$ cat config.mk
export PLATFORM = sky130hd
export DESIGN_NAME = serial_add_sub
export DESIGN_NICKNAME = d
export VERILOG_FILES = /design/src/rtl/serial_add_sub.sv
export SDC_FILE = /design/constraint.sdc
export NUM_CORES = 1
export LEC_CHECK = 0
export CAP_MARGIN = 20
export CORE_ASPECT_RATIO = 1.4
export CORE_UTILIZATION = 34
export CTS_BUF_LIST = sky130_fd_sc_hd__clkbuf_4
export DETAILED_ROUTE_END_ITERATION = 12
export GPL_ROUTABILITY_DRIVEN = 0
export PLACE_DENSITY = 0.58
export SYNTH_ARGS = -nofsm -noshare
export SYNTH_HDL_FRONTEND = slang
export SYNTH_SLANG_ARGS = --single-unit
$ cat constraint.sdc
create_clock -name clk -period 2.4 [get_ports clk]
set_input_delay 0.36 -clock clk [delete_from_list [all_inputs] [get_ports clk]]
set_output_delay 0.36 -clock clk [all_outputs]
set_load 0.05 [all_outputs]
$ cat src/rtl/serial_add_sub.sv
// Bit-serial add/subtract: one full-adder slice plus a carry flop, operands consumed LSB first.
// Latency: start edge plus WIDTH edges; done pulses the cycle after the WIDTH-th RUN edge.
// Backpressure: none; start is ignored while busy, and a start during the done cycle chains directly.
module serial_add_sub #(
    parameter int WIDTH = 8
) (
    input  logic             clk,
    input  logic             rst_n,
    input  logic             start,
    input  logic [WIDTH-1:0] a,
    input  logic [WIDTH-1:0] b,
    input  logic             cin,
    input  logic             sub,
    output logic             busy,
    output logic             done,
    output logic [WIDTH-1:0] s,
    output logic             c,
    output logic             v
);

    typedef enum logic [1:0] {
        IDLE = 2'd0,
        RUN  = 2'd1,
        DONE = 2'd2
    } state_t;

    localparam int CW = (WIDTH > 2) ? $clog2(WIDTH) : 1;
    localparam logic [CW-1:0] LAST = CW'(WIDTH - 1);

    state_t           state;
    logic [CW-1:0]    cnt;
    logic [WIDTH-1:0] a_sh;
    logic [WIDTH-1:0] b_sh;
    logic             cy;
    logic             sum_bit;
    logic             carry_bit;

    // The single full-adder slice.
    always_comb begin
        sum_bit   = a_sh[0] ^ b_sh[0] ^ cy;
        carry_bit = (a_sh[0] & b_sh[0]) | (cy & (a_sh[0] ^ b_sh[0]));
    end

    always_ff @(posedge clk or negedge rst_n) begin
        if (!rst_n) begin
            state <= IDLE;
            cnt   <= '0;
            a_sh  <= '0;
            b_sh  <= '0;
            cy    <= 1'b0;
            busy  <= 1'b0;
            done  <= 1'b0;
            s     <= '0;
            c     <= 1'b0;
            v     <= 1'b0;
        end else begin
            case (state)
                IDLE, DONE: begin
                    done <= 1'b0;
                    if (start) begin
                        a_sh  <= a;
                        b_sh  <= b ^ {WIDTH{sub}};
                        cy    <= cin ^ sub;
                        cnt   <= '0;
                        busy  <= 1'b1;
                        state <= RUN;
                    end else begin
                        busy  <= 1'b0;
                        state <= IDLE;
                    end
                end
                RUN: begin
                    // The A register doubles as the result register: sum bits enter at
                    // the MSB as operand bits leave at the LSB.
                    a_sh <= {sum_bit, a_sh[WIDTH-1:1]};
                    b_sh <= {1'b0, b_sh[WIDTH-1:1]};
                    cy   <= carry_bit;
                    cnt  <= cnt + 1'b1;
                    if (cnt == LAST) begin
                        s     <= {sum_bit, a_sh[WIDTH-1:1]};
                        c     <= carry_bit;
                        v     <= cy ^ carry_bit;
                        busy  <= 1'b0;
                        done  <= 1'b1;
                        state <= DONE;
                    end
                end
                default: begin
                    busy  <= 1'b0;
                    done  <= 1'b0;
                    state <= IDLE;
                end
            endcase
        end
    end

endmodule

Yosys cells after proc, flatten, opt, wreduce, memory -nomap -nowiden
Index checks and enable logic that the tools add are counted.
{"block": "op_classes", "add_sub_neg": 1, "eq_ne": 5, "n_mux": 16, "bitwise_logic": 8, "n_reduce_logical": 5}
{"cell": "case mux 8 bit (2 select lines)", "count": 2}
{"cell": "two-way mux 8 bit", "count": 2}
{"cell": "bitwise XOR 8 bit", "count": 1}
{"cell": "two-way mux 1 bit", "count": 6}
{"cell": "case mux 3 bit (2 select lines)", "count": 1}
{"cell": "!= test 2 bit (second input constant)", "count": 2}
{"cell": "case mux 1 bit (2 select lines)", "count": 2}
{"cell": "case mux 2 bit (2 select lines)", "count": 1}
{"cell": "AND reduction 2 bit", "count": 2}
{"cell": "bitwise XOR 1 bit", "count": 4}
{"cell": "adder 3 x 1 -> 3 bit (second input constant)", "count": 1}
{"cell": "== test 3 bit (second input constant)", "count": 1}
{"cell": "two-way mux 3 bit", "count": 1}
{"cell": "AND 1 bit", "count": 2}
{"cell": "== test 2 x 1 -> 1 bit (second input constant)", "count": 1}
{"cell": "== test 2 bit (second input constant)", "count": 1}
{"cell": "zero test 2 bit", "count": 1}
{"cell": "two-way mux 2 bit", "count": 1}
{"cell": "nonzero test 2 bit", "count": 1}
{"cell": "OR reduction 2 bit", "count": 1}
{"cell": "OR 1 bit", "count": 1}
{"block": "totals", "word_cells": 45, "regBits": 34, "out_inout_bits": 12}

Longest topological paths before layout
Gate-level depths: netlist of run 1.
{"block": "logic_depth", "depth_word": 4, "mapped_depth": 6, "depth_no_buf": 5}

Worst setup path before layout of run 1
No wires, ideal clock.
{"block": "synth_timing", "kind": "register to register", "from": "reg cnt[0]", "to": "reg c", "arrival_time_ps": 1364, "path_slack_ps": 911, "setup_time_ps": 125, "synth_period_minus_slack_ps": 1489, "path_stages_with_launch": 6, "required_ps": 2275, "path_buffers": 1, "path_cell_list": "dfrtp_1 ha_1 ha_1 nand3b_1 buf_4 mux2_2"}
{"block": "synth_between", "elab_chain_cells": 2}
{"element": "start, declared", "line": "31", "rtl": "logic [CW-1:0] cnt;"}
{"element": "start signal, assigned", "line": "78", "rtl": "cnt <= cnt + 1'b1;"}
{"element": "== test 3 bit", "line": "79", "rtl": "if (cnt == LAST) begin"}
{"element": "AND reduction 2 bit (no line)"}
{"element": "end signal, assigned", "line": "81", "rtl": "c <= carry_bit;"}
{"element": "end, declared", "line": "17", "rtl": "output logic c,"}
Every way passes these cells.
A chain may end at the register's enable or synchronous reset.

Worst setup path after layout of run 1
{"block": "layout_timing", "from": "reg done", "to": "out done"}
{"element": "start, declared", "line": "15", "rtl": "output logic done,"}
{"element": "start signal, assigned", "line": "52", "rtl": "done <= 1'b0;"}
{"element": "start signal, assigned", "line": "59", "rtl": "done <= 1'b0;"}
{"element": "start signal, assigned", "line": "84", "rtl": "done <= 1'b1;"}
No word-level cell between the ends.

==> results.md, run 1 <==
CTS:
- The cell at the root of the clock tree is sky130_fd_sc_hd__clkbuf_4.
- The number of levels the H-tree was split into is 2.
- Once the clock tree was built, the setup fixing pass inserted 0 buffers.
- The post-cts sizing count is 0.
- Clock-pin slew was measured on the worst setup and hold paths at 0.10 ns.
- Clock tree synthesis inserted a total of 5 buffers.
- The number of hold buffers added after CTS was 0.
- The clock reaches the later pin of the worst-skew pair after 0.33 ns.
- The number of buffers between clock root and the deepest sink is 2.
- The TritonCTS clock tree is yes.
- The tree built by TritonCTS fans out to 33 sinks.

Drt:
- After detailed routing, the number of vias per cell comes to 5.169.
- After detailed routing, the number of remaining DRC violations is 1.
- The detail-routed net length per standard cell is 14.24 um.
- The number of nets still failing antenna checks after routing is 0.
- The DRC marker count from the first detailed-route iteration is 33.
- The iteration count of the initial detailed-routing pass is 8.
- For this block, the routed nets add up to 2692 um of wire.
- The final route contains 977 vias.

Placed design:
- The count of port buffers added during placement is 32.

Yosys:
- The Yosys step of the flow raised 0 warnings.
- The number of synthesized register bits is 33.
- The prevailing post-synth register cell is sky130_fd_sc_hd__dfrtp_1.
- The post-synthesis cell type count is 22.
- The biggest area contributor in the post-synthesis netlist is sky130_fd_sc_hd__dfrtp_1.
- The number of synthesized flops with an enable pin is 0.
- The area of the mapped netlist is 1468 um^2.
- By count the netlist is led by 33 x sky130_fd_sc_hd__dfrtp_1, 11 x sky130_fd_sc_hd__a22o_1, 10 x sky130_fd_sc_hd__mux2_2.
- The sequential element share of the synthesized area is 0.5627.
- For this run, asynchronously set or reset flops after synthesis account for 1.000.
- Of the post-synthesis cell area, the dominant cell type holds 0.5627.
- Among all cell types in the netlist, the one instantiated most often is sky130_fd_sc_hd__dfrtp_1.
- When the netlist entered floorplanning its net count stood at 135.
- Synthesis handed over a netlist of 111 instances.
- Sorting the synthesized cells by area gives the leading types as sky130_fd_sc_hd__dfrtp_1 56%, sky130_fd_sc_hd__mux2_2 7.7%, sky130_fd_sc_hd__a22o_1 6.6%, sky130_fd_sc_hd__a221o_1 5.5%, sky130_fd_sc_hd__xnor2_1 5.4%.
- The synthesized area per cell is 13.22 um^2.

Critical path:
- The stage delay of the slowest cell on the critical path is 0.80 ns.
- The highest-delay cell along the critical path is sky130_fd_sc_hd__clkdlybuf4s50_1.
- The number of buffer and inverter stages on the critical path is 1.
- The arrival time reported for the critical path endpoint is 1.50 ns.
- The beginning of the worst register-to-register path is cnt[0]$_DFFE_PN0P_.
- Counting cells, the worst reg-to-reg path comes to 4.
- The endpoint of the most critical register-to-register path is c$_DFFE_PN0P_.
- The setup check on the worst reg-to-reg path leaves a slack of 0.62 ns.
- The critical path is of the reg2out type.
- The required arrival time at the worst endpoint is 2.04 ns.
- The worst setup path is launched from a flip-flop.
- The family of cells with the greatest summed delay on the critical path is buffers and inverters.
- The largest fanout of any net on the critical path is 3.
- Walking the worst path, the cells encountered are clkdlybuf4s50_1.
- The category of the worst setup path capture point is an output port.

Timing:
- Setup repair after global routing left no endpoint under its margin.
- The total count of max-transition violations in the final report is 0.
- The minimum clock period is 1.863 ns.
- The worst hold slack is 0.4237 ns.
- The final cycle utilization of the critical path is 0.7762.
- The maximum achievable frequency is 0.5368 GHz.
- The sum of negative setup slack is 0 ns.
- In this run the tightest slew margin relative to its limit is 0.5931.
- The post-route clock skew is 0.008600 ns.
- At the pin with the least slew margin, the transition time is 0.6085 ns.
- The number of endpoints with negative hold slack in the final report is 0.
- Setup violations remaining at the end of the flow were counted as 0.

Layout:
- The final net count is 169.
- The number of antenna diodes in the final layout is 0.
- The ratio of cells with drive above 1 in the final layout is 0.1575.
- The layout has 391 filler cells.
- In the final layout, the multi-input gates occupy 576.8 um^2.
- Registers take 825.8 um^2.
- The growth of design area from synthesis to finish is 28.47%.

Pwr:
- The power share of the clock group is 0.149.
- The sequential fraction of design power is 0.363.
- Across the VDD grid, the largest voltage drop is 0.0005357 V.
- In this run the power spent charging and discharging nets is 1075 uW.
- The static power due to leakage is 0.0008732 uW.
- The power density over the cells is 1451 nW/um^2.
- Internal power comes to 1661 uW.
- Of the total power, combinational logic draws 0.488.
- The switching portion of total power is 0.3928.

Flow run:
- The count of max-cap constraint violations is 0.

Floorplanning:
- In this run the vertical extent of the chip is 79.74 um.
- The placeable core area is 4020 um^2.
- After floorplanning, the core was divided into 27 placement rows.
- The die covers 4587 um^2.
- For this design the top-level I/O count stands at 33.
- In this run the horizontal extent of the chip is 57.53 um.
- For this configuration, the core starts out at a cell density of 0.3651.

Global route:
- The initial antenna violation count is 0.
- The global router's overall resource usage is 0.1342.
- The first-pass GRT wire length is 4609 um.
- The pin count of the biggest net entering global routing is 34.
- The global route total overflow is 0.
- The number of global-route vias before repair is 997.

Status:
- The run finished, with violations left.
- The checks that failed: design-rule violations.

Worst hold path:
- The worst min-delay path category is in2async.
-- cells in the final DEF (no fill, tap or decap) --
cell type and instances:
sky130_fd_sc_hd__a22o_1 11, sky130_fd_sc_hd__nand2_1 2, sky130_fd_sc_hd__xor2_1 1, sky130_fd_sc_hd__nor2b_2 1, sky130_fd_sc_hd__clkdlybuf4s50_1 32, sky130_fd_sc_hd__and2b_4 1, sky130_fd_sc_hd__clkinv_1 1, sky130_fd_sc_hd__xnor2_1 9
sky130_fd_sc_hd__bufinv_16 1, sky130_fd_sc_hd__ha_1 2, sky130_fd_sc_hd__nor2_1 8, sky130_fd_sc_hd__buf_4 3, sky130_fd_sc_hd__a21o_1 8, sky130_fd_sc_hd__fa_1 1, sky130_fd_sc_hd__clkbuf_4 6, sky130_fd_sc_hd__nor2_2 1
sky130_fd_sc_hd__a221o_1 8, sky130_fd_sc_hd__mux2_2 10, sky130_fd_sc_hd__nand3b_1 2, sky130_fd_sc_hd__inv_1 2, sky130_fd_sc_hd__or2b_1 1, sky130_fd_sc_hd__o21ai_0 2, sky130_fd_sc_hd__dfrtp_1 33
-- cells by family after synthesis --
| logic type | count (synthesis) | share of synthesized area |
|---|---|---|
| muxes | 10 | 0.07673 |
| AOI/OAI and AO/OA | 29 | 0.1679 |
| buffers and inverters | 10 | 0.04432 |
| DFF | 33 | 0.5627 |
| xor gates and xnor gates | 10 | 0.05968 |
| adders and majority gates | 3 | 0.03069 |
| and+or+nand+nor | 16 | 0.05798 |
-- power groups by stage --
stage          clock network, uW  logic, uW  registers (uW)
6_report                     408       1330             993
5_1_grt                      452       1440            1030
4_1_cts                      425       1350             995
3_5_place_dp                   0       1350            1010
3_3_place_gp                   0       1320            1000
2_1_floorplan                  0        692            1300
-- state kept, by name (all words and copies together) (netlist names) --
name	flops
a_sh	8
b_sh	8
busy	1
c	1
cnt	3
cy	1
done	1
s	8
state	1
v	1
-- final cells by class --
| type | instances | share of cell area |
|---|---|---|
| Multi-Input combinational cell | 68 | 0.3059 |
| Timing Repair Buffer | 35 | 0.1818 |
| Clock buffer | 6 | 0.02389 |
| Clock inverter | 2 | 0.01792 |
| Sequential cell | 33 | 0.4380 |
| Tap cell | 43 | 0.02853 |
| Inverter | 2 | 0.003981 |
-- per-stage QoR --
step	cells	power [uW]	instance area (um^2)	setup slack, ns	util
floorplan	111	1990	1468	0.9109	-
global placement	181	2323	1807	0.6704	0.4494
detailed placement	181	2360	1807	0.5982	0.4494
CTS	189	2775	1886	0.5039	0.4690
global route	189	2923	1886	0.4733	0.4690
finish	189	2735	1886	0.5372	0.4690
-- routing by layer --
metal	GRT usage	wire length, um
met1	0.1670	1234
met2	0.2140	1226
met3	0.03404	174
met4	0.06585	57
met5	0	0
-- worst max path at each step --
stage	startpoint	endpoint	slack [ns]	depth (start not counted)
5_1_grt	done$_DFFE_PN0P_	done	0.47	1
3_3_place_gp	sub	b_sh[2]$_DFFE_PN0P_	0.67	4
6_report	done$_DFFE_PN0P_	done	0.54	1
4_1_cts	s[6]$_DFFE_PN0P_	s[6]	0.50	1
3_5_place_dp	cnt[0]$_DFFE_PN0P_	s[4]$_DFFE_PN0P_	0.60	4
2_1_floorplan	cnt[0]$_DFFE_PN0P_	c$_DFFE_PN0P_	0.91	5
Power figures use the tool's default switching activity.
==> run 2, diff against run 1 <==
==> constraint.sdc (replaced) <==
create_clock -name clk -period 1.85 [get_ports clk]
set_input_delay 0.2775 -clock clk [delete_from_list [all_inputs] [get_ports clk]]
set_output_delay 0.2775 -clock clk [all_outputs]
set_load 0.05 [all_outputs]
==> run 2 against run 1 <==
The run still ends with design-rule violations left. Critical path depth did not move. Largest cell class unchanged. Sequential share of layout area decreased by 0.17 points. Register-to-register slack got worse by 0.34 ns. Non-clock buffer count increased by 1. Setup slack lost 0.48 ns. Clock-buffer cell count stayed put. Global-route usage decreased by 0.12 points. Critical path type unchanged. Worst hold slack got worse by 0.082 ns. Die area stayed put. Cell count rose by 0.53%. Highest routed layer unchanged.
==> results.md, run 2 (synthesis gave the netlist of run 1 again) <==
Status:
- The run finished, with violations left.
- The checks that failed: design-rule violations.

Critical path:
- The worst setup path is captured at an output port.
- The arrival time reported for the critical path endpoint is 1.51 ns.
- For this run, the slowest stage of the critical path takes 0.81 ns.
- The required arrival time at the worst endpoint is 1.57 ns.
- The worst register-to-register path ends at s[2]$_DFFE_PN0P_.
- Walking the worst path, the cells encountered are clkdlybuf4s50_1.
- In this run the number of cells on the critical path is 1.
- Counting cells, the worst reg-to-reg path comes to 5.
- The critical path startpoint is done$_DFFE_PN0P_.
- Counting both buffers and inverters, the worst setup path holds a total of 1.
- The slowest stage of the critical path is the sky130_fd_sc_hd__clkdlybuf4s50_1 cell.
- The beginning of the worst register-to-register path is cnt[0]$_DFFE_PN0P_.
- The critical path launch point type is a flip-flop.
- The capturing element of the worst setup path is done.
- The flop-to-flop setup slack is 0.28 ns.
- The critical path start-end classification is reg2out.
- The family of cells with the greatest summed delay on the critical path is buffers and inverters.
- Of all nets on the critical path, the largest fanout is 3.

Timing:
- Summed over all failing endpoints, the final setup total negative slack is 0 ns.
- The total count of max-transition violations in the final report is 0.
- The worst hold slack is 0.3421 ns.
- Setup violations remaining at the end of the flow were counted as 0.
- The worst path in the final design needs a cycle of 1.792 ns, including I/O delays and setup.
- Setup repair after global routing left no endpoint under its margin.
- The worst slew slack as a fraction of its limit is 0.6695.
- The number of endpoints with negative hold slack in the final report is 0.
- The actual slew at the worst max-slew pin is 0.4942 ns.
- The final cycle utilization of the critical path is 0.9688.
- The maximum achievable frequency is 0.5580 GHz.
- Clock skew on the completed layout was measured at 0.009628 ns.

Pwr:
- Across the VDD grid, the largest voltage drop is 0.0005970 V.
- The power density over the cells is 1882 nW/um^2.
- The static power due to leakage is 0.0008774 uW.

CTS:
- The longest clock path from root to sink contains 2 buffers.
- Buffers inserted during clock tree synthesis total 5.
- TritonCTS built the clock tree.
- The TritonCTS sink count is 33.
- The clock latency reported for the late side of the worst-skew pair is 0.33 ns.
- Post-CTS timing repair inserted 0 buffers for setup.
- The clock-pin slew reported for the worst setup and hold paths after clock tree synthesis is 0.10 ns.
- In this run, post-CTS repair resized a total of 0 instances.
- Buffers inserted to repair hold after CTS numbered 0.
- The tree is rooted in a sky130_fd_sc_hd__clkbuf_4.
- The number of levels the H-tree was split into is 2.

Drt:
- Across all layers, the routed design uses 989 vias.
- The via count normalized by instance count is 5.205.
- The number of nets still failing antenna checks after routing is 0.
- The iteration count of the initial detailed-routing pass is 8.
- In the final routed layout, each cell accounts on average for 14.52 um.
- The routed design has 2759 um of wire.
- After detailed routing, the number of remaining DRC violations is 1.
- In this run, the number of DRC markers left after iteration 0 of detailed routing was 39.

Floorplanning:
- The die is 57.53 um wide.
- The placeable core area is 4020 um^2.
- The number of primary I/O pins is 33.
- The effective utilization at floorplan is 0.3651.
- The die area is 4587 um^2.
- The placement row count is 27.
- The height of the die is 79.74 um.

Layout:
- The largest registers in the layout are a_sh (8), b_sh (8), s (8).
- Leaving out fill and tap cells, the most frequent cell in the layout is sky130_fd_sc_hd__dfrtp_1.
- In the layout the commonest cells are 33 x sky130_fd_sc_hd__dfrtp_1, 32 x sky130_fd_sc_hd__clkdlybuf4s50_1, 11 x sky130_fd_sc_hd__a22o_1, 10 x sky130_fd_sc_hd__mux2_2, 9 x sky130_fd_sc_hd__xnor2_1.
- 0 antenna diodes ended up in the layout.
- The growth of design area from synthesis to finish is 28.99%.
- For this run, the post-layout net count is 170.
- The filler cell count in the final layout is 390.
- The ratio of cells with drive above 1 in the final layout is 0.1633.
- Leaving out filler cells and counting taps, the final layout contains 190.
- In the final layout, the multi-input gates occupy 576.8 um^2.
- Summing all flip-flop and latch instances after layout gives 825.8 um^2.

Global route:
- The initial antenna violation count was 0.
- The number of global-route vias before repair is 995.
- The pin count of the biggest net entering global routing is 34.
- The first global-routing pass estimated 4540 um of wire.
- For this run the aggregate overflow at the end of global routing stands at 0.
- For this run, the total global-route usage over all layers was measured as 0.1330.

Placed design:
- The count of port buffers added during placement is 32.
- The half-perimeter wire length of the detailed placement result is 1862 um.
- The total placed cells including tap cells is 182.

Flow run:
- The count of max-cap constraint violations is 0.

Worst hold path:
- The worst min-delay path category is in2async.
## run 2: cell types whose count changed in the layout (fill, tap and decap cells not counted), sizes merged
cell  delta
buf      +1
## run 2: how the worst min path moves through the flow
stage	from	end	slack, ns	depth (start not counted)
floorplan	rst_n	a_sh[0]$_DFFE_PN0P_	-0.02	0
global placement	v$_DFFE_PN0P_	v$_DFFE_PN0P_	0.47	2
detailed placement	v$_DFFE_PN0P_	v$_DFFE_PN0P_	0.47	2
CTS	rst_n	s[4]$_DFFE_PN0P_	0.35	2
global route	rst_n	s[4]$_DFFE_PN0P_	0.35	2
finish	rst_n	s[4]$_DFFE_PN0P_	0.34	2
## run 2: worst reg2reg max path: cells and delay by family, from the launching register on
kind / cells / cell delay (ns)
buf+inv: 1 / 0.20
fa+ha+maj: 2 / 0.42
simple gates: 1 / 0.09
mux: 1 / 0.36
flops: 1 / 0.40
## run 2: power breakdown
group	total, uW	internal (uW)	leakage, uW	switching (uW)
Sequential	1280	1070	0.000406	214
Combinational	1740	795	0.000428	944
Clock	538	296	0.0000433	242
## run 2: layer usage
layer | part of all wire | global-route usage
met2 | 0.46 | 0.2081
met3 | 0.056 | 0.04052
met5 | 0 | 0
met4 | 0.016 | 0.05610
met1 | 0.46 | 0.1686
## run 2: cell type report
cell class,count,share of cell area
Clock inverter,2,0.01785
Clock buffer,6,0.02379
Sequential cell,33,0.4362
Timing Repair Buffer,36,0.1851
Inverter,2,0.003966
Tap cell,43,0.02842
Multi-Input combinational cell,68,0.3047
## run 2: through the flow
step / setup slack (ns) / power, uW / area (um^2) / util
2_1_floorplan: 0.3609 / 2582 / 1468 / -
3_3_place_gp: 0.2138 / 3011 / 1814 / 0.4513
3_5_place_dp: 0.1836 / 3064 / 1814 / 0.4513
4_1_cts: 0.05025 / 3604 / 1893 / 0.4709
5_1_grt: 0.01174 / 3803 / 1893 / 0.4709
6_report: 0.05777 / 3562 / 1893 / 0.4709
==> run 3, diff against run 2 <==
--- a/config.mk
+++ b/config.mk
@@ -9,9 +9,10 @@
 export CORE_ASPECT_RATIO = 1.4
 export CORE_UTILIZATION = 34
 export CTS_BUF_LIST = sky130_fd_sc_hd__clkbuf_4
+export CTS_CLUSTER_DIAMETER = 120
 export DETAILED_ROUTE_END_ITERATION = 12
 export GPL_ROUTABILITY_DRIVEN = 0
-export PLACE_DENSITY = 0.58
+export PLACE_DENSITY = 0.6
 export SYNTH_ARGS = -nofsm -noshare
 export SYNTH_HDL_FRONTEND = slang
 export SYNTH_SLANG_ARGS = --single-unit
==> constraint.sdc (replaced) <==
create_clock -name clk -period 1.6 [get_ports clk]
set_input_delay 0.24 -clock clk [delete_from_list [all_inputs] [get_ports clk]]
set_output_delay 0.24 -clock clk [all_outputs]
set_load 0.05 [all_outputs]
==> run 3 against run 2 <==
The flow still finishes with violations (design-rule violations). First-iteration DRC count fell by 49%. Routed wire length fell by 1.4%. Sequential share of layout area rose by 0.47 points. Critical path type is now reg2reg. Critical endpoint is now c$_DFFE_PN0P_.
==> results.md, run 3 (synthesis gave the netlist of run 1 again) <==
Global route:
- The first global-routing pass estimated 4692 um of wire.
- The initial antenna violation count is 0.
- Across every metal layer, demand over resource in global routing totals 0.1353.
- The number of global-route vias before repair was 1,023.
- Entering global routing, the biggest net connects 34 pins.
- For this run the aggregate overflow at the end of global routing stands at 0.

Critical path:
- The critical path launch point type is a flip-flop.
- In this design, the stage delay of the slowest critical-path cell is 0.40 ns.
- Data on the critical path arrives at its endpoint at 1.75 ns.
- Of all nets on the critical path, the largest fanout is 12.
- For the worst setup path, the data required time is 1.81 ns.
- The critical path startpoint is cnt[0]$_DFFE_PN0P_.
- The highest-delay cell along the critical path is sky130_fd_sc_hd__dfrtp_1.
- The signal on the critical path passes through ha_1 -> ha_1 -> nand3b_1 -> buf_12 -> mux2_2.
- The critical path start-end classification is reg2reg.
- Among the stages of the critical path, the cell type that occurs most often is sky130_fd_sc_hd__ha_1.
- In this run the critical register-to-register path is launched from cnt[0]$_DFFE_PN0P_.
- The worst setup path is captured at a flip-flop.

CTS:
- The number of buffers inserted by hold repair at cts is 0.
- The post-cts sizing count is 0.
- The TritonCTS sink count is 33.
- The number of clock buffers inserted by TritonCTS is 5.
- The number of levels the H-tree was split into is 2.
- The clock-pin slew reported for the worst setup and hold paths after clock tree synthesis is 0.10 ns.
- The post-CTS setup-driven buffer insertion count is 0.
- The clock reaches the later pin of the worst-skew pair after 0.32 ns.
- The cell at the root of the clock tree is sky130_fd_sc_hd__clkbuf_4.
- The TritonCTS clock tree is yes.
- The number of buffers between clock root and the deepest sink is 2.

Layout:
- Of the cells placed in the final design, the portion with a size suffix greater than 1 is 0.2500.
- The final net count is 172.
- Summing all flip-flop and latch instances after layout gives 825.8 um^2.
- The total area of multi-input combinational cells is 576.8 um^2.
- The filler-free cell count of the finished design is 191.
- In the layout the commonest cells are 33 x sky130_fd_sc_hd__dfrtp_1, 20 x sky130_fd_sc_hd__clkdlybuf4s50_1, 16 x sky130_fd_sc_hd__buf_4, 11 x sky130_fd_sc_hd__a22o_1, 10 x sky130_fd_sc_hd__mux2_2.
- The filler cell count in the final layout is 392.
- The number of diodes is 0.
- The largest registers in the layout are a_sh (8), b_sh (8), s (8).
- The post-route cell area is 1873 um^2.
- Relative to the synthesized area, the layout overhead comes to 27.62%.
- Leaving out fill and tap cells, the most frequent cell in the layout is sky130_fd_sc_hd__dfrtp_1.

Timing:
- The minimum clock period is 1.535 ns.
- At the pin with the least slew margin, the transition time is 0.4093 ns.
- Setup slack on the critical path of the routed design comes to 0.06508 ns.
- The final cycle utilization of the critical path is 0.9593.
- Across the routed clock network, the largest skew measured is 0.007615 ns.
- Setup repair after global routing left no endpoint under its margin.
- The number of endpoints with negative hold slack in the final report came to 0.
- Setup violations remaining at the end of the flow were counted as 0.
- For this run, the top clock speed supported by timing is 0.6515 GHz.
- The total count of max-transition violations in the final report is 0.
- The sum of negative setup slack is 0 ns.
- In this run the tightest slew margin relative to its limit is 0.7271.

Pwr:
- The worst IR drop on VDD is 0.0005751 V.
- The power density over the cells is 2110 nW/um^2.
- The switching portion of total power is 0.4053.
- The sequential fraction of design power is 0.377.
- Summed over all cells, the static leakage comes to 0.0008978 uW.
- The power share of the clock group is 0.109.
- Internal power comes to 2351 uW.
- The analysis attributes to net switching a power of 1602 uW.
- The combinational share of power is 0.514.

Drt:
- For this block, the routed nets add up to 2720 um of wire.
- The count of vias placed by the detailed router is 996.
- Dividing the detail-routed wire length by the instance count gives 14.24 um.
- After detailed routing, the number of remaining DRC violations is 1.
- The first TritonRoute pass finished after 8 iterations.
- The DRC marker count from the first detailed-route iteration is 20.
- Using the TritonRoute via totals, the vias-per-cell ratio works out to 5.215.
- In this run the remaining antenna-violating nets after routing total 0.

Placed design:
- Detailed placement ended at an HPWL of 1902 um.
- The total placed cells including tap cells is 184.
- The pre-CTS setup slack is 0.05147 ns.
- In this run the tool buffered the top-level ports with 32 buffer cells.
- Summing all placed instances gives a cell area of 1824 um^2.

Flow run:
- The tool flagged a number of max-cap violations equal to 0.

Worst hold path:
- The path class of the tightest hold or removal check is in2async.

Floorplanning:
- The die area is 4587 um^2.
- In this run the horizontal extent of the chip is 57.53 um.
- The floorplan has 27 rows.
- The height of the die is 79.74 um.
- For this configuration, the core starts out at a cell density of 0.3651.
- After floorplanning, the core was sized to cover 4020 um^2.
- The number of primary I/O pins is 33.

Status:
- The run finished, with violations left.
- The checks that failed: design-rule violations.
==> run 3: path summary, 6_finish.rpt <==
kind	end	slack, ns	cells past startpoint
setup / recovery	c$_DFFE_PN0P_	0.07	5
hold / removal	a_sh[4]$_DFFE_PN0P_	0.32	2
setup reg to reg	c$_DFFE_PN0P_	0.07	5
hold reg to reg	v$_DFFE_PN0P_	0.50	2
max in group asynchronous	cy$_DFFE_PN0P_	0.98	2
min in group clk	v$_DFFE_PN0P_	0.50	2
==> run 3: area by class of cell <==
type                            instances  share of cell area
Sequential cell                        33              0.4409
Multi-Input combinational cell         68              0.3079
Timing Repair Buffer                   38              0.1924
Tap cell                               43             0.02872
Clock buffer                            6             0.02405
Inverter                                2            0.004008
Clock inverter                          1            0.002004
==> run 3: layer usage <==
metal | vias up | global-route usage | wire length [um]
li1 | 474 | - | -
met1 | 483 | 0.1571 | 1184
met2 | 35 | 0.2314 | 1313
met3 | 4 | 0.04052 | 195
met4 | 0 | 0.05122 | 27
met5 | - | 0 | 0
==> run 3: worst max-delay path: cells and delay by family, from the launching register on <==
family | cells | cell delay [ns]
adder cells (fa/ha/maj) | 2 | 0.42
flip-flops | 1 | 0.40
buffers and inverters | 1 | 0.15
multiplexers | 1 | 0.33
AND/OR/NAND/NOR | 1 | 0.13
==> run 3: power groups by stage <==
stage          combinational (uW)  clock, uW  sequential (uW)
2_1_floorplan                1040          0             1950
3_3_place_gp                 2020          0             1510
3_5_place_dp                 2060          0             1510
4_1_cts                      2060        445             1500
5_1_grt                      2190        479             1550
6_report                     2030        429             1490
==> run 3: through the flow <==
step	total power [uW]	hold slack [ns]	util
6_report	3953	0.3190	0.4659
5_1_grt	4217	0.3313	0.4659
4_1_cts	4007	0.3200	0.4659
3_5_place_dp	3573	0.4892	0.4538
3_3_place_gp	3529	0.4814	0.4538
2_1_floorplan	2985	-0.05559	-
==> RTL edit, RTL diff (config.mk and constraints of run 2) <==
Add an input register stage for `start`, `a`, `b`, `cin` and `sub`, without a reset; this delays them by one clock. Comments in the files are not updated.
--- a/src/rtl/serial_add_sub.sv
+++ b/src/rtl/serial_add_sub.sv
@@ -26,6 +26,20 @@
 
     localparam int CW = (WIDTH > 2) ? $clog2(WIDTH) : 1;
     localparam logic [CW-1:0] LAST = CW'(WIDTH - 1);
+
+    logic start_q;
+    logic [WIDTH-1:0] a_q;
+    logic [WIDTH-1:0] b_q;
+    logic cin_q;
+    logic sub_q;
+
+    always_ff @(posedge clk) begin
+        start_q <= start;
+        a_q     <= a;
+        b_q     <= b;
+        cin_q   <= cin;
+        sub_q   <= sub;
+    end
 
     state_t           state;
     logic [CW-1:0]    cnt;
@@ -57,10 +71,10 @@
             case (state)
                 IDLE, DONE: begin
                     done <= 1'b0;
-                    if (start) begin
-                        a_sh  <= a;
-                        b_sh  <= b ^ {WIDTH{sub}};
-                        cy    <= cin ^ sub;
+                    if (start_q) begin
+                        a_sh  <= a_q;
+                        b_sh  <= b_q ^ {WIDTH{sub_q}};
+                        cy    <= cin_q ^ sub_q;
                         cnt   <= '0;
                         busy  <= 1'b1;
                         state <= RUN;
Function: changed (Yosys sat finds a counterexample within 4 cycles, from zero or initial values and one cycle with rst_n low).
==> RTL edit against run 2 <==
Synthesized area increased by 26%; via count increased by 7.4%; sequential cell count increased by 19; critical path type is now flip-flop to flip-flop; setup slack improved by 73 ps; routed wire length increased by 14%; non-clock buffer count decreased by 2; total power increased by 13%; final area increased by 22%; sequential share of layout area increased by 8.5 points; critical path depth increased by 2.
==> RTL edit: results (changes against run 2) <==
Final layout
  • Proportion of layout cells with a drive suffix above 1: 14.0% (-2.3 points)
  • Finished Layout Cells: 230 (+21%)
  • Nets: 187 (+10%)
  • Ant. Diodes: 0 (unchanged)

Clock network
  • Postcts setup bufs: 0 (unchanged)
  • # resized after CTS: 0 (unchanged)
  • Total CTS buffers: 5 (unchanged)
  • Clock Path Buffers: 2 (unchanged)
  • H-tree depth: 2 (unchanged)
  • Reg clk slew, reported paths: 150 ps (+50 ps)
  • Clk_lat worst skew: 370 ps (+40 ps)
  • Root buf cell: clkbuf_4

Pwr
  • Peak supply drop: 0.000566 V (-5.1%)
  • Leak pwr: 1.16 nW (+33%)

Global routing
  • Initial antenna violation count: 0 (unchanged)
  • First-pass GRT wire length: 5380 um (+18%)
  • Via count of the first global-routing pass: 1138 (+14%)
  • Largest net degree at the start of global routing: 34 (unchanged)
  • GRT Util Overall: 12.5% (-0.84 points)

Worst hold path
  • Worst Hold Class: input pin to asynchronous set/reset pin

Worst setup path
  • Crit end category: flip-flop
  • Critical path origin: state[0]$_DFFE_PN0P_
  • Arr. time, crit path: 2020 ps (+510 ps)
  • Crit Path Max Fanout: 22 (+19)
  • CP endpoint: cnt[0]$_DFFE_PN0P_
  • Flop2flop setup slack: 130 ps (-150 ps)
  • R2r worst-path depth: 3 (-2)

Logic synthesis
  • Synthesis Warnings: 0 (unchanged)
  • Ys async rst share: 63.5% (-37 points)
  • Syn Inst Count: 130 (+17%)
  • Post-synth top cells: dfrtp_1 (33), dfxtp_1 (19), a22o_1 (11)
  • Seq/Total Area, Yosys: 65.2% (+8.9 points)
  • Syn_nets: 154 (+14%)
  • Netlist cell types: 23 (+4.5%)
  • Top FF cell, synth: dfrtp_1
  • Dominant cells by area after synthesis: dfrtp_1 (45%), dfxtp_1 (21%), mux2_2 (6.1%), a22o_1 (5.2%), a221o_1 (4.3%)

Place
  • Placed cell area: 2200 um^2 (+22%)
  • Port Buffers: 32 (unchanged)
  • Hpwl dp: 2110 um (+13%)
  • Post-Place Cells: 222 (+22%)

Drt
  • Routed len/inst: 13.7 um (-5.9%)
  • Drt via density: 4.62 (-11%)
  • DRT iter0 DRCs: 26 (-33%)
  • First-pass detailed-route iteration total: 4 (-4)

Timing
  • Worst slew pin tran: 813 ps (+318 ps)
  • Layout Skew: 19.1 ps (+9.47 ps)

Status
  • Status: complete, no violations
-- RTL edit: area by class of cell --
cell class | instances | area [um^2]
fill | 499 | 2890
timing repair buffer | 34 | 360
clock buffer | 5 | 37.5
clock inverter | 3 | 42.5
inverter | 2 | 7.51
sequential | 52 | 1210
multi-input combinational | 68 | 576
tap | 66 | 82.6
-- RTL edit: logic make-up after synthesis --
logic type	count (synthesis)	share of synthesized area, %
adders and majority gates	3	2.43
and+or+nand+nor	16	4.53
DFF	52	65.2
muxes	10	6.09
buffers and inverters	10	3.72
AOI/OAI and AO/OA	29	13.3
xor gates and xnor gates	10	4.73
-- RTL edit: through the flow --
stage / setup WS (ps) / hold WS [ps] / power (mW)
floorplan: 318 / -18.1 / 3.02
global placement: 280 / 468 / 3.36
detailed placement: 185 / 480 / 3.44
CTS: 1.76 / 301 / 4.08
global route: 45.2 / 301 / 4.28
finish: 131 / 297 / 4.01
-- RTL edit: layer usage --
metal	wire length (um)	global-route usage, %
met2	1550	21.8
met5	0	0
met3	166	3.95
met4	29	3.03
met1	1390	14.8
-- RTL edit: report_power, final --
| group | internal, mW | leakage, nW | total [mW] | switching [mW] |
|---|---|---|---|---|
| Combinational | 0.755 | 0.552 | 1.66 | 0.902 |
| Clock | 0.283 | 0.0428 | 0.632 | 0.349 |
| Sequential | 1.49 | 0.569 | 1.72 | 0.230 |
-- RTL edit: worst max-delay path: stages (launching register included) --
cell and delay (ps):
dfrtp_1 440, and2b_4 260, nor2_2 670, mux2_2 290
